## config.mk

```make
export PLATFORM = sky130hd
export DESIGN_NAME = hit_controller_multi
export DESIGN_NICKNAME = d
export VERILOG_FILES = /design/src/rtl/hit_pkg.sv /design/src/rtl/ball_border_tracker.sv /design/src/rtl/hit_controller_multi.sv
export SDC_FILE = /design/constraint.sdc
export NUM_CORES = 1
export LEC_CHECK = 0
export BUFFER_PORTS_ARGS = -buffer_cell sky130_fd_sc_hd__buf_2
export CORE_ASPECT_RATIO = 1.25
export CORE_MARGIN = 5
export CORE_UTILIZATION = 53
export DETAILED_ROUTE_END_ITERATION = 6
export PLACE_DENSITY = 0.82
export RECOVER_POWER = 100
export SYNTH_ARGS = -nofsm -noshare
export SYNTH_HDL_FRONTEND = slang
export SYNTH_SLANG_ARGS = --single-unit
```

## constraint.sdc

```tcl
create_clock -name clk -period 2.5 [get_ports clk]
set_input_delay 0.25 -clock clk [delete_from_list [all_inputs] [get_ports clk]]
set_output_delay 0.25 -clock clk [all_outputs]
set_load 0.01 [all_outputs]
```

## src/rtl/hit_pkg.sv

```systemverilog
// rtl/hit_pkg.sv - shared types, constants and saturating negate for the multi-ball hit controller
package hit_pkg;

  localparam int VEL_W   = 11;
  localparam int VEL_MAX = 1023;

  typedef logic signed [VEL_W-1:0] vel_t;

  typedef enum logic [1:0] {ACCUM, RESOLVE, DONE} hit_state_t;

  // Which sides of the ball centre a border pixel was seen on
  typedef struct packed {
    logic l;
    logic r;
    logic t;
    logic b;
  } side_t;

  // Negation that maps the most negative value to +VEL_MAX instead of wrapping
  function automatic vel_t sat_neg(input vel_t v);
    if (v == vel_t'(-VEL_MAX - 1)) return vel_t'(VEL_MAX);
    else                           return -v;
  endfunction

endpackage

```

## src/rtl/ball_border_tracker.sv

```systemverilog
// rtl/ball_border_tracker.sv - per-ball sticky border side flags with a frame snapshot copy
module ball_border_tracker
  import hit_pkg::*;
(
  input  logic  clk,
  input  logic  i_rst,
  input  vel_t  i_cx,
  input  vel_t  i_cy,
  input  vel_t  i_px,
  input  vel_t  i_py,
  input  logic  i_hit,
  input  logic  i_snap,
  output side_t o_acc,
  output side_t o_snap
);

  side_t w_new;
  side_t r_acc;
  side_t r_snap;

  // Classify the current overlapping pixel relative to the ball centre
  always_comb begin
    w_new = '0;
    if (i_hit) begin
      w_new.l = (i_px < i_cx);
      w_new.r = !(i_px < i_cx);
      w_new.t = (i_py < i_cy);
      w_new.b = !(i_py < i_cy);
    end
  end

  // Sticky accumulation; the snapshot strobe hands the frame over and this cycle's pixel starts the next one
  always_ff @(posedge clk) begin
    if (i_rst) begin
      r_acc  <= '0;
      r_snap <= '0;
    end else if (i_snap) begin
      r_snap <= r_acc;
      r_acc  <= w_new;
    end else begin
      r_acc  <= r_acc | w_new;
    end
  end

  assign o_acc  = r_acc;
  assign o_snap = r_snap;

endmodule

```

## src/rtl/hit_controller_multi.sv

```systemverilog
// rtl/hit_controller_multi.sv - N-ball hit controller; BALL_PAIR_COL_EN enables ball-ball swap collisions
module hit_controller_multi
  import hit_pkg::*;
#(
  parameter int NUM_BALLS = 2,
  parameter int NUM_HOLES = 6,
  parameter int BALL_SIZE = 16,
  parameter int VEL_W     = hit_pkg::VEL_W
) (
  input  logic                                clk,
  input  logic                                resetN,
  input  logic signed [10:0]                  pixelX,
  input  logic signed [10:0]                  pixelY,
  input  logic                                frameEnd,
  input  logic [NUM_BALLS-1:0]                ballDR,
  input  logic                                bordersDR,
  input  logic [NUM_HOLES-1:0]                holeDR,
  input  logic [NUM_BALLS-1:0][VEL_W-1:0]     ballPosX,
  input  logic [NUM_BALLS-1:0][VEL_W-1:0]     ballPosY,
  input  logic [NUM_BALLS-1:0][VEL_W-1:0]     ballVelX,
  input  logic [NUM_BALLS-1:0][VEL_W-1:0]     ballVelY,
  output logic [NUM_BALLS-1:0][VEL_W-1:0]     ballVelXOut,
  output logic [NUM_BALLS-1:0][VEL_W-1:0]     ballVelYOut,
  output logic [NUM_BALLS-1:0]                ballCollisionOccurred,
  output logic [NUM_BALLS-1:0]                ballHoleHit,
  output logic [NUM_BALLS-1:0][2:0]           ballHoleNum,
  output logic                                resolveDone,
  output logic                                overrunErr
);

  localparam int IDX_W = $clog2(NUM_BALLS);

  hit_state_t                        r_state;
  logic [IDX_W-1:0]                  r_idx;
  logic [NUM_BALLS-1:0][VEL_W-1:0]   r_vx_out;
  logic [NUM_BALLS-1:0][VEL_W-1:0]   r_vy_out;
  logic [NUM_BALLS-1:0]              r_col_out;
  logic [NUM_BALLS-1:0]              r_hole_out;
  logic [NUM_BALLS-1:0][2:0]         r_hnum_out;
  logic                              r_done;
  logic                              r_overrun;

  logic [NUM_BALLS-1:0]              r_hole_acc;
  logic [NUM_BALLS-1:0][2:0]         r_hole_num_acc;
  logic [NUM_BALLS-1:0]              r_hole_snap;
  logic [NUM_BALLS-1:0][2:0]         r_hole_num_snap;

  logic                              w_snap;
  logic                              w_any_hole;
  logic [2:0]                        w_hole_lo;
  side_t                             w_side_acc [NUM_BALLS];
  side_t                             w_side     [NUM_BALLS];
  logic [NUM_BALLS-1:0][VEL_W-1:0]   w_res_vx;
  logic [NUM_BALLS-1:0][VEL_W-1:0]   w_res_vy;
  logic [NUM_BALLS-1:0]              w_res_col;
  logic [NUM_BALLS-1:0]              w_res_hole;
  logic [NUM_BALLS-1:0][2:0]         w_res_hnum;

  // Only a frameEnd seen while accumulating hands the frame over
  assign w_snap     = frameEnd && (r_state == ACCUM);
  assign w_any_hole = |holeDR;

  // Lowest-index hole under the current pixel
  always_comb begin
    w_hole_lo = '0;
    for (int h = NUM_HOLES - 1; h >= 0; h--) begin
      if (holeDR[h]) w_hole_lo = 3'(h);
    end
  end

  genvar gi;
  generate
    for (gi = 0; gi < NUM_BALLS; gi++) begin : g_ball
      ball_border_tracker u_border (
        .clk    (clk),
        .i_rst  (resetN),
        .i_cx   (vel_t'(ballPosX[gi]) + vel_t'(BALL_SIZE / 2)),
        .i_cy   (vel_t'(ballPosY[gi]) + vel_t'(BALL_SIZE / 2)),
        .i_px   (vel_t'(pixelX)),
        .i_py   (vel_t'(pixelY)),
        .i_hit  (ballDR[gi] & bordersDR),
        .i_snap (w_snap),
        .o_acc  (w_side_acc[gi]),
        .o_snap (w_side[gi])
      );
    end
  endgenerate

  // Sticky hole flags per ball, remembering the lowest hole index seen this frame
  always_ff @(posedge clk) begin
    if (resetN) begin
      r_hole_acc      <= '0;
      r_hole_num_acc  <= '0;
      r_hole_snap     <= '0;
      r_hole_num_snap <= '0;
    end else begin
      for (int i = 0; i < NUM_BALLS; i++) begin
        if (w_snap) begin
          r_hole_snap[i]     <= r_hole_acc[i];
          r_hole_num_snap[i] <= r_hole_num_acc[i];
          r_hole_acc[i]      <= ballDR[i] & w_any_hole;
          r_hole_num_acc[i]  <= (ballDR[i] & w_any_hole) ? w_hole_lo : 3'd0;
        end else if (ballDR[i] & w_any_hole) begin
          r_hole_acc[i]      <= 1'b1;
          r_hole_num_acc[i]  <= (r_hole_acc[i] && (r_hole_num_acc[i] < w_hole_lo)) ?
                                r_hole_num_acc[i] : w_hole_lo;
        end
      end
    end
  end

`ifdef BALL_PAIR_COL_EN
  logic [NUM_BALLS-1:0][NUM_BALLS-1:0] r_pair_acc;
  logic [NUM_BALLS-1:0][NUM_BALLS-1:0] r_pair_snap;
  logic [NUM_BALLS-1:0][NUM_BALLS-1:0] w_pair_now;

  // Upper-triangle pair overlaps under the current pixel
  always_comb begin
    w_pair_now = '0;
    for (int i = 0; i < NUM_BALLS; i++) begin
      for (int j = i + 1; j < NUM_BALLS; j++) begin
        w_pair_now[i][j] = ballDR[i] & ballDR[j];
      end
    end
  end

  // Sticky pair flags with the same snapshot hand-over as the other flags
  always_ff @(posedge clk) begin
    if (resetN) begin
      r_pair_acc  <= '0;
      r_pair_snap <= '0;
    end else if (w_snap) begin
      r_pair_snap <= r_pair_acc;
      r_pair_acc  <= w_pair_now;
    end else begin
      r_pair_acc  <= r_pair_acc | w_pair_now;
    end
  end
`endif

  // Candidate resolution for every ball; the FSM commits the one at r_idx
  always_comb begin
    vel_t vx;
    vel_t vy;
    logic neg_x;
    logic neg_y;
`ifdef BALL_PAIR_COL_EN
    logic found;
    int   p;
`endif
    w_res_vx   = '0;
    w_res_vy   = '0;
    w_res_col  = '0;
    w_res_hole = '0;
    w_res_hnum = '0;
    for (int k = 0; k < NUM_BALLS; k++) begin
      vx    = vel_t'(ballVelX[k]);
      vy    = vel_t'(ballVelY[k]);
      neg_x = (w_side[k].l && (vx < 0)) || (w_side[k].r && (vx > 0));
      neg_y = (w_side[k].t && (vy < 0)) || (w_side[k].b && (vy > 0));
      w_res_vx[k] = vx;
      w_res_vy[k] = vy;
`ifdef BALL_PAIR_COL_EN
      found = 1'b0;
      p     = 0;
      for (int j = NUM_BALLS - 1; j >= 0; j--) begin
        if ((j != k) && ((j > k) ? r_pair_snap[k][j] : r_pair_snap[j][k])) begin
          found = 1'b1;
          p     = j;
        end
      end
`endif
      if (r_hole_snap[k]) begin
        w_res_vx[k]   = '0;
        w_res_vy[k]   = '0;
        w_res_hole[k] = 1'b1;
        w_res_hnum[k] = r_hole_num_snap[k];
        w_res_col[k]  = 1'b1;
`ifdef BALL_PAIR_COL_EN
      end else if (found) begin
        w_res_vx[k]  = ballVelX[p];
        w_res_vy[k]  = ballVelY[p];
        w_res_col[k] = 1'b1;
`endif
      end else begin
        if (neg_x) w_res_vx[k] = sat_neg(vx);
        if (neg_y) w_res_vy[k] = sat_neg(vy);
        w_res_col[k] = neg_x | neg_y;
      end
    end
  end

  // Frame FSM: accumulate, resolve one ball per cycle, pulse done; overrun is sticky
  always_ff @(posedge clk) begin
    if (resetN) begin
      r_state    <= ACCUM;
      r_idx      <= '0;
      r_vx_out   <= '0;
      r_vy_out   <= '0;
      r_col_out  <= '0;
      r_hole_out <= '0;
      r_hnum_out <= '0;
      r_done     <= 1'b0;
      r_overrun  <= 1'b0;
    end else begin
      if (frameEnd && (r_state != ACCUM)) r_overrun <= 1'b1;
      case (r_state)
        ACCUM: begin
          r_done <= 1'b0;
          if (frameEnd) begin
            r_state <= RESOLVE;
            r_idx   <= '0;
          end
        end
        RESOLVE: begin
          r_vx_out[r_idx]   <= w_res_vx[r_idx];
          r_vy_out[r_idx]   <= w_res_vy[r_idx];
          r_col_out[r_idx]  <= w_res_col[r_idx];
          r_hole_out[r_idx] <= w_res_hole[r_idx];
          r_hnum_out[r_idx] <= w_res_hnum[r_idx];
          if (r_idx == IDX_W'(NUM_BALLS - 1)) begin
            r_state <= DONE;
            r_done  <= 1'b1;
          end else begin
            r_idx <= r_idx + 1'b1;
          end
        end
        DONE: begin
          r_done  <= 1'b0;
          r_state <= ACCUM;
        end
        default: begin
          r_done  <= 1'b0;
          r_state <= ACCUM;
        end
      endcase
    end
  end

  assign ballVelXOut           = r_vx_out;
  assign ballVelYOut           = r_vy_out;
  assign ballCollisionOccurred = r_col_out;
  assign ballHoleHit           = r_hole_out;
  assign ballHoleNum           = r_hnum_out;
  assign resolveDone           = r_done;
  assign overrunErr            = r_overrun;

endmodule

```

==> impl_metrics.yaml, run 1 <==
floorplan:
  chipWidth_microns: 104.8
  die_footprint_sq_um: 13480
  die_h_microns: 128.6
  io_pins: 178
  placeableCoreArea_sq_um: 11080
  initial_utilization_pct: 53.77
  floorplan.rows: 43
synthesis:
  syn_nets: 935
  synthesis.area_sq_um: 5959
  yosys_register_bits: 91
  yosys_warnings: 0
  share_of_synthesized_area_occupied_by_flip_flops_and_latches_pct: 30.57
  count_of_flip_flops_with_a_built_in_enable_after_synthesis: 0
  syn_area_per_cell_sq_um: 7.831
  synth_ff_type: "sky130_fd_sc_hd__dfxtp_1"
  syn_inst: 761
  netlist_top_cells_area: "sky130_fd_sc_hd__dfxtp_1 (31%), sky130_fd_sc_hd__ha_1 (11%), sky130_fd_sc_hd__a21oi_1 (7.2%)"
  synth_cell_types: 72
  synth_top_cell_by_area: "sky130_fd_sc_hd__dfxtp_1"
  yosysTopAreaCellShare_pct: 30.57
  ys_async_sr_fraction_pct: 0
cells_and_area:
  nets: 1112
  antenna_cells: 0
  num-fill-cells: 1085
  register_area_sq_um: 1822
  multi_input_gate_area_in_the_final_layout_sq_um: 3901
  final_util_pct: 64.96
  drive_above_1_share_pct: 16.44
  synthToLayoutAreaGrowth_pct: 20.81
pwr:
  power_frac_comb_pct: 20.1
  p_seq_share_pct: 42.6
  clk_pwr_share_pct: 37.3
  intPower_mw: 2.629
  netSwitchingPower_mw: 1.048
  power_density_nw_per_um2: 510.8
  leakage_nw: 2.972
  totalPowerFinal_mw: 3.677
  max-vdd-ir-drop_mv: 0.3327
  switching_share_pct: 28.50
detailed_routing:
  vias: 6260
  routed_wirelength_microns: 15720
  drtPass1Iterations: 5
  antenna_violating_nets_post_route: 0
  post_route_drc: 0
  detail_route.wl_per_cell_microns: 14.58
  initialDrtViolationCount: 343
  vias_per_cell: 5.807
critical_path:
  setup.worst_path.start_class: "input pin"
  timing.critical_path.slowest_stage_cell: "sky130_fd_sc_hd__or4b_1"
  top_cell_family_by_delay_on_the_critical_path: "simple AND/OR/NAND/NOR gates"
  critPathBufInv: 2
  crit_path_cell_trace: "buf_2 > inv_1 > ha_1 > or4b_1 > nor3_4 > a21oi_1 > and4b_1 > nor4_1 > a211oi_1"
  max_stage_delay_ns: 0.58
  crit_path_end_kind: "flip-flop"
  critPathArrivalTime_ns: 2.37
  setup_cp_type: "input pin to flip-flop"
  crit_fanout: 7
  cp.required_ns: 2.68
placement:
  dp_hpwl_microns: 12590
  finalWeightedCongestion: 0.9347
  port_buffers: 177
timing:
  timing.setup.tns_ns: 0
  finalCriticalPeriod_ns: 2.192
  timing.fmax_ghz: 0.4562
  setup_viol_count_final: 0
  grt_setup_unrepaired: "false"
  fin_crit_sh_pct: 87.69
  final-max-slew-violation-count: 0
  fin_worst_skew_ns: 0.005597
  finalHoldViolCount: 0
  transition_time_at_the_pin_with_the_least_slew_margin_ns: 1.151
  timing.max_slew.rel_slack_pct: 23.27
clock_network:
  clock_sinks: 91
  postCtsSetupBuffers: 0
  clock-root-buffer: "sky130_fd_sc_hd__clkbuf_16"
  post_cts_resized: 0
  clkSlewWorstSetupHoldPaths_ns: 0.06
  clkLatencyLatePin_ns: 0.34
  ctsHtreeMaxLevel: 3
  cts_tree: "yes"
  cts.hold.buffers_added: 0
  tritoncts.num_buffers: 9
  max-clock-path-buffers: 2
job:
  timing.max_cap.violations: 0
global_routing:
  grt_first_pass_wirelength_microns: 25830
  groute.usage.overall_pct: 22.53
  antenna_found_initial: 0
  globalRoute.totalOverflow: 0
  first_global_vias: 5880
  grt_start_max_net_pins: 61
outcome:
  status: "finished clean"
min_path:
  min-delay-path-class: "input pin to flip-flop"
-- layout make-up --
class | instances | share of cell area (%)
clock buffers | 11 | 3.372
multi-input cells | 614 | 54.19
repair buffers | 190 | 12.29
well taps | 135 | 2.346
clock inverters | 5 | 0.8342
inverters | 32 | 1.668
flip-flops and latches | 91 | 25.30
-- synthesized netlist by cell type, drive strengths merged (11+ instances only) --
cell type and n:
nand2 106, a21o 19, ha 52, xor2 17, inv 32, dfxtp 91
nor2 69, nand2b 15, nor3 22, o21ai 40, nand3 25, nand4 11
a21oi 86, clkbuf 21
-- worst min-delay path: stages --
cell                      delay, ns
sky130_fd_sc_hd__buf_2         0.11
sky130_fd_sc_hd__nand4_1       0.06
sky130_fd_sc_hd__a21oi_1       0.05
-- layer usage --
metal  track usage [%]  share of wire [%]
met1             25.40                 40
met2             40.88                 49
met3             4.415                7.6
met4             10.23                2.9
met5                 0                  0
-- cells in the final DEF (no fill, tap or decap), types with 5 or more instances in the layout --
cell type / count
sky130_fd_sc_hd__buf_2: 112
sky130_fd_sc_hd__nand2_1: 106
sky130_fd_sc_hd__dfxtp_1: 91
sky130_fd_sc_hd__a21oi_1: 86
sky130_fd_sc_hd__clkbuf_1: 70
sky130_fd_sc_hd__nor2_1: 69
sky130_fd_sc_hd__ha_1: 52
sky130_fd_sc_hd__o21ai_0: 39
sky130_fd_sc_hd__inv_1: 32
sky130_fd_sc_hd__nand3_1: 25
sky130_fd_sc_hd__nor3_1: 20
sky130_fd_sc_hd__a21o_1: 18
sky130_fd_sc_hd__xor2_1: 17
sky130_fd_sc_hd__nand2b_1: 15
sky130_fd_sc_hd__nand4_1: 11
sky130_fd_sc_hd__xnor2_1: 10
sky130_fd_sc_hd__o211ai_1: 10
sky130_fd_sc_hd__o221ai_1: 10
sky130_fd_sc_hd__a22o_1: 9
sky130_fd_sc_hd__clkbuf_16: 9
sky130_fd_sc_hd__a211oi_1: 8
sky130_fd_sc_hd__a311oi_1: 8
sky130_fd_sc_hd__buf_4: 8
sky130_fd_sc_hd__nor4_1: 7
sky130_fd_sc_hd__a31oi_1: 6
sky130_fd_sc_hd__or2_2: 5
-- per-stage QoR --
step | std cells | hold WS, ns | area, sq um | worst slack [ns]
floorplan | 761 | 0.3999 | 5959 | 0.4605
finish | 1078 | 0.1799 | 7199 | 0.3078
global route | 1078 | 0.1968 | 7199 | 0.1734
detailed placement | 1062 | 0.4333 | 7033 | 0.1084
CTS | 1078 | 0.1777 | 7336 | 0.4600
global placement | 1062 | 0.4218 | 7033 | 0.1958
-- registers in the layout, indices dropped and copies added, names as in the netlist --
register                flops
g_ball.u_border.o_snap      8
ballVelXOut                22
g_ball.u_border.o_acc       8
r_state                     2
overrunErr                  1
ballHoleHit                 2
r_hole_num_acc              6
r_hole_num_snap             6
ballHoleNum                 6
ballVelYOut                22
resolveDone                 1
ballCollisionOccurred       2
r_idx                       1
r_hole_acc                  2
r_hole_snap                 2
-- power groups by stage --
| stage | logic (mW) | registers [mW] | clock network, mW |
|---|---|---|---|
| 2_1_floorplan | 0.429 | 1.60 | 0 |
| 3_3_place_gp | 0.743 | 1.59 | 0 |
| 3_5_place_dp | 0.757 | 1.60 | 0 |
| 4_1_cts | 0.763 | 1.56 | 1.39 |
| 5_1_grt | 0.842 | 1.57 | 1.45 |
| 6_report | 0.740 | 1.57 | 1.37 |
-- kinds of logic (layout without fill, tap and decap cells) --
family / after synthesis / after routing / share of synthesized area, %
adder cells (fa/ha/maj): 52 / 52 / 10.92
XOR/XNOR: 27 / 27 / 3.968
multiplexers: 5 / 5 / 0.9028
AO/OA/AOI/OAI: 234 / 234 / 25.68
buffers and inverters: 56 / 238 / 3.548
flip-flops: 91 / 91 / 30.57
AND/OR/NAND/NOR: 296 / 296 / 24.42
-- worst paths after layout --
path | start | depth (start not counted) | slack, ns | to
hold / removal | bordersDR | 3 | 0.18 | g_ball[0].u_border.o_acc[0]
setup reg to reg | r_state[0] | 6 | 0.41 | ballVelYOut[11]
hold reg to reg | ballVelXOut[14] | 2 | 0.44 | ballVelXOut[14]
setup / recovery | ballVelY[0] | 9 | 0.31 | ballVelYOut[9]
No activity file was read; power rests on OpenSTA's default activity.
==> inputs of run 2 (changes only) <==
CORE_UTILIZATION = 40   (was 53)
CTS_CLUSTER_DIAMETER = 150   (was default)
PLACE_DENSITY = default   (was 0.82)
==> run 2 against run 1 <==
Against the previous run: the flow now finishes with violations (capacitance limit, slew limit); non-clock buffer count increased by 9; global-route usage decreased by 3.7 points; combinational power increased by 2%; final cell count increased by 5.1%; flip-flop and latch count unchanged; core utilization decreased by 15 points; critical path depth increased by 1.
==> impl_metrics.yaml, run 2 (same netlist as run 1, synthesis figures left out) <==
global_routing:
  grt_start_max_net_pins: 36
  grt_first_pass_wirelength_microns: 27730
  first_global_vias: 5890
  globalRoute.totalOverflow: 0
  antenna_found_initial: 0
  groute.usage.overall_pct: 18.86
detailed_routing:
  initialDrtViolationCount: 385
  routed_wirelength_microns: 16720
  drtPass1Iterations: 5
  vias: 6176
  antenna_violating_nets_post_route: 0
  vias_per_cell: 5.451
  detail_route.wl_per_cell_microns: 14.76
  post_route_drc: 0
critical_path:
  worst_path_most_repeated_cell: "sky130_fd_sc_hd__clkbuf_1"
  setup.worst_path.start_class: "input pin"
  critPathArrivalTime_ns: 2.37
  crit_path_end_kind: "flip-flop"
  setup_cp_type: "input pin to flip-flop"
  crit_fanout: 8
  top_cell_family_by_delay_on_the_critical_path: "simple AND/OR/NAND/NOR gates"
  cp.required_ns: 2.73
  timing.critical_path.slowest_stage_cell: "sky130_fd_sc_hd__or4b_1"
  max_stage_delay_ns: 0.53
  critPathBufInv: 3
  crit_path_cell_trace: "clkbuf_1 > inv_1 > ha_1 > or4b_1 > nor3_1 > clkbuf_1 > a21oi_1 > o41ai_1 > o21ai_0 > a22o_1"
clock_network:
  postCtsSetupBuffers: 0
  cts_tree: "yes"
  clock_sinks: 91
  max-clock-path-buffers: 2
  clkLatencyLatePin_ns: 0.34
  ctsHtreeMaxLevel: 3
  cts.hold.buffers_added: 0
  tritoncts.num_buffers: 9
  post_cts_resized: 0
  clkSlewWorstSetupHoldPaths_ns: 0.06
  clock-root-buffer: "sky130_fd_sc_hd__clkbuf_16"
floorplan:
  die_h_microns: 146.5
  io_pins: 178
  placeableCoreArea_sq_um: 14830
  initial_utilization_pct: 40.19
  die_footprint_sq_um: 17460
  chipWidth_microns: 119.2
  floorplan.rows: 50
timing:
  fin_crit_sh_pct: 85.40
  finalHoldViolCount: 0
  final-max-slew-violation-count: 36
  timing.max_slew.rel_slack_pct: -4.226
  setup_viol_count_final: 0
  grt_setup_unrepaired: "false"
  finalCriticalPeriod_ns: 2.135
  timing.fmax_ghz: 0.4684
  timing.setup.tns_ns: 0
  fin_worst_skew_ns: 0.005674
  transition_time_at_the_pin_with_the_least_slew_margin_ns: 1.563
pwr:
  max-vdd-ir-drop_mv: 0.3409
  intPower_mw: 2.786
  clk_pwr_share_pct: 39.6
  power_density_nw_per_um2: 521.4
  power_frac_comb_pct: 19.7
  p_seq_share_pct: 40.7
  switching_share_pct: 27.32
  leakage_nw: 3.027
  netSwitchingPower_mw: 1.047
placement:
  finalWeightedCongestion: 0.8800
  dp_hpwl_microns: 13430
  port_buffers: 177
job:
  timing.max_cap.violations: 1
outcome:
  violations: "capacitance limit, slew limit"
  status: "finished, violations left"
cells_and_area:
  drive_above_1_share_pct: 17.35
  num-fill-cells: 1585
  layout.cells.most_common_list: "sky130_fd_sc_hd__buf_2 (115), sky130_fd_sc_hd__nand2_1 (106), sky130_fd_sc_hd__dfxtp_1 (91)"
  nets: 1121
  mostFrequentLayoutCell: "sky130_fd_sc_hd__buf_2"
  synthToLayoutAreaGrowth_pct: 23.35
  antenna_cells: 0
  final_util_pct: 49.58
min_path:
  min-delay-path-class: "input pin to flip-flop"
-- run 2: layout make-up --
type / instances / area (sq um) / area share [%]
Sequential cell: 91 / 1822 / 24.78
Clock inverter: 3 / 68.82 / 0.9362
Multi-Input combinational cell: 614 / 3899 / 53.04
Timing Repair Buffer: 199 / 947.2 / 12.89
Inverter: 32 / 120.1 / 1.634
Tap cell: 182 / 227.7 / 3.098
Clock buffer: 12 / 266.5 / 3.626
-- run 2: worst min-delay path, delay by kind of cell --
| family | cells | cell delay (ns) |
|---|---|---|
| AO/OA/AOI/OAI | 1 | 0.05 |
| AND/OR/NAND/NOR | 1 | 0.07 |
| buffers and inverters | 1 | 0.11 |
-- run 2: metal layers --
layer	track usage, %	routed length, microns	vias to the layer above
met4	4.464	164	0
met5	0	0	-
met2	33.35	8163	170
li1	-	-	3185
met1	22.75	7159	2813
met3	4.882	1233	8
-- run 2: path summary, 6_finish.rpt --
| path | endpoint | slack [ns] | depth (start not counted) | startpoint |
|---|---|---|---|---|
| worst max-delay path | ballVelYOut[18] | 0.37 | 10 | ballVelY[11] |
| worst min-delay path | g_ball[0].u_border.o_acc[0] | 0.19 | 3 | bordersDR |
| worst max register to register | g_ball[0].u_border.o_acc[2] | 0.51 | 5 | r_state[1] |
| worst min register to register | ballVelXOut[15] | 0.43 | 2 | ballVelXOut[15] |
-- run 2: stage by stage --
stage	setup WS, ns	power, mW	instances	hold slack, ns	cell area [sq um]
floorplan	0.4605	2.031	761	0.3999	5959
detailed placement	0.1123	2.372	1118	0.4249	7147
global placement	0.1467	2.370	1118	0.4210	7147
CTS	0.4710	3.903	1133	0.1787	7482
finish	0.3650	3.833	1133	0.1947	7351
global route	0.1587	4.065	1133	0.2204	7351
-- run 2: power by group through the flow --
stage          Combinational [mW]  Sequential (mW)  Clock (mW)
2_1_floorplan               0.429             1.60           0
3_3_place_gp                0.778             1.59           0
3_5_place_dp                0.779             1.59           0
4_1_cts                     0.784             1.56        1.56
5_1_grt                     0.868             1.57        1.63
6_report                    0.755             1.56        1.52
==> inputs of run 3 (changes only) <==
CTS_CLUSTER_SIZE = 20   (was default)
clock period = 2.7 ns   (was 2.5 ns; I/O delays follow)
==> run 3 against run 2 <==
Against the previous run: the flow now finishes without violations; worst setup slack improved by 0.16 ns; highest routed layer unchanged; total power fell by 12%; core utilization shrank 0.54 points.
==> impl_metrics.yaml, run 3 (same netlist as run 1, synthesis figures left out) <==
outcome:
  status: "finished clean"
cells_and_area:
  nets: 1115
  mostFrequentLayoutCell: "sky130_fd_sc_hd__buf_2"
  synthToLayoutAreaGrowth_pct: 22.00
  drive_above_1_share_pct: 17.12
  final_cells: 1128
  final_util_pct: 49.04
  layout.cells.most_common_list: "sky130_fd_sc_hd__buf_2 (114), sky130_fd_sc_hd__nand2_1 (106), sky130_fd_sc_hd__dfxtp_1 (91)"
  antenna_cells: 0
critical_path:
  critPathBufInv: 2
  timing.critical_path.slowest_stage_cell: "sky130_fd_sc_hd__or4b_1"
  setup.worst_path.start_class: "input pin"
  crit_path_cell_trace: "buf_2 > inv_1 > ha_1 > or4b_1 > nor3_4 > a21oi_1 > and4b_1 > nor4_1 > a211oi_1"
  top_cell_family_by_delay_on_the_critical_path: "simple AND/OR/NAND/NOR gates"
  cp.required_ns: 2.88
  reg2reg_end: "ballVelXOut[19]"
  worst-r2r-cell-count: 5
  crit_fanout: 7
  worstReg2RegStart: "r_state[0]"
  max_stage_delay_ns: 0.57
  setup_cp_type: "input pin to flip-flop"
  ff2ff_setup_slack_ns: 0.57
  crit_path_end_kind: "flip-flop"
  critPathArrivalTime_ns: 2.35
global_routing:
  first_global_vias: 5812
  groute.usage.overall_pct: 18.70
  globalRoute.totalOverflow: 0
  antenna_found_initial: 0
  grt_start_max_net_pins: 33
  grt_first_pass_wirelength_microns: 27380
clock_network:
  clock_sinks: 91
  tritoncts.num_buffers: 9
  clkSlewWorstSetupHoldPaths_ns: 0.07
  postCtsSetupBuffers: 0
  clkLatencyLatePin_ns: 0.35
  post_cts_resized: 0
  max-clock-path-buffers: 2
  clock-root-buffer: "sky130_fd_sc_hd__clkbuf_16"
  cts.hold.buffers_added: 0
  ctsHtreeMaxLevel: 3
  cts_tree: "yes"
placement:
  dp_hpwl_microns: 13420
  pre_cts_ws_ns: 0.3022
  port_buffers: 177
  finalWeightedCongestion: 0.8882
  place.detailed.instances: 1112
timing:
  finalCriticalPeriod_ns: 2.176
  grt_setup_unrepaired: "false"
  setup_viol_count_final: 0
  timing.fmax_ghz: 0.4596
  timing.max_slew.rel_slack_pct: 14.81
  transition_time_at_the_pin_with_the_least_slew_margin_ns: 1.278
  timing.setup.tns_ns: 0
  finalHoldViolCount: 0
  holdWs_ns: 0.1989
  fin_crit_sh_pct: 80.58
  final-max-slew-violation-count: 0
  fin_worst_skew_ns: 0.008095
  fin_ws_ns: 0.5242
pwr:
  max-vdd-ir-drop_mv: 0.3108
  leakage_nw: 2.988
  power_density_nw_per_um2: 463.2
min_path:
  min-delay-path-class: "input pin to flip-flop"
  min_delay_path_depth: 3
  holdCritStartpoint: "bordersDR"
  hold-path-endpoint: "g_ball[0].u_border.o_acc[0]"
detailed_routing:
  routed_wirelength_microns: 16700
  drtPass1Iterations: 4
  detail_route.wl_per_cell_microns: 14.80
  initialDrtViolationCount: 503
  vias: 6092
  post_route_drc: 0
  antenna_violating_nets_post_route: 0
  vias_per_cell: 5.401
floorplan:
  floorplan.rows: 50
  die_h_microns: 146.5
  chipWidth_microns: 119.2
  placeableCoreArea_sq_um: 14830
  initial_utilization_pct: 40.19
  die_footprint_sq_um: 17460
  io_pins: 178
job:
  timing.max_cap.violations: 0
-- run 3: layer usage --
metal	global-route usage, %	up-vias	routed length [microns]	share of wire [%]
li1	-	3171	-	-
met1	23.07	2707	7209	43
met2	31.80	187	7989	48
met3	4.301	27	1139	6.8
met4	6.609	0	359	2.1
met5	0	-	0	0
-- run 3: cell type report --
class | count | area (sq um)
clock buffers | 10 | 239.0
well taps | 182 | 227.7
clock inverters | 6 | 47.55
repair buffers | 193 | 909.6
flip-flops and latches | 91 | 1822
multi-input cells | 614 | 3905
inverters | 32 | 120.1
fillers | 1568 | 7556
-- run 3: worst min-delay path: stages --
cell                      delay [ns]
sky130_fd_sc_hd__buf_2          0.11
sky130_fd_sc_hd__nand4_1        0.07
sky130_fd_sc_hd__a21oi_1        0.05
-- run 3: metrics by stage --
step / cell area, sq um / power, mW
after global routing: 7271 / 3.570
after detailed placement: 7102 / 2.188
final: 7271 / 3.367
after global placement: 7102 / 2.186
after CTS: 7388 / 3.420
after floorplan: 5959 / 1.881
-- run 3: how the worst max path moves through the flow --
stage	slack, ns	depth (start not counted)	start	to
after global routing	0.30	5	r_state[0]	ballVelXOut[19]
after floorplan	0.64	8	ballVelY[11]	ballVelYOut[9]
after detailed placement	0.30	9	ballVelY[0]	ballVelYOut[9]
final	0.52	9	ballVelY[0]	ballVelYOut[9]
after global placement	0.35	9	ballVelY[0]	ballVelYOut[9]
after CTS	0.66	9	ballVelY[0]	ballVelYOut[9]
-- run 3: power breakdown --
| part | switching (mW) | internal (mW) | leakage [nW] | total, mW |
|---|---|---|---|---|
| Combinational | 0.407 | 0.283 | 2.11 | 0.691 |
| Clock | 0.572 | 0.658 | 0.139 | 1.23 |
| Sequential | 0.0441 | 1.40 | 0.740 | 1.45 |
| Total | 1.02 | 2.34 | 2.99 | 3.37 |
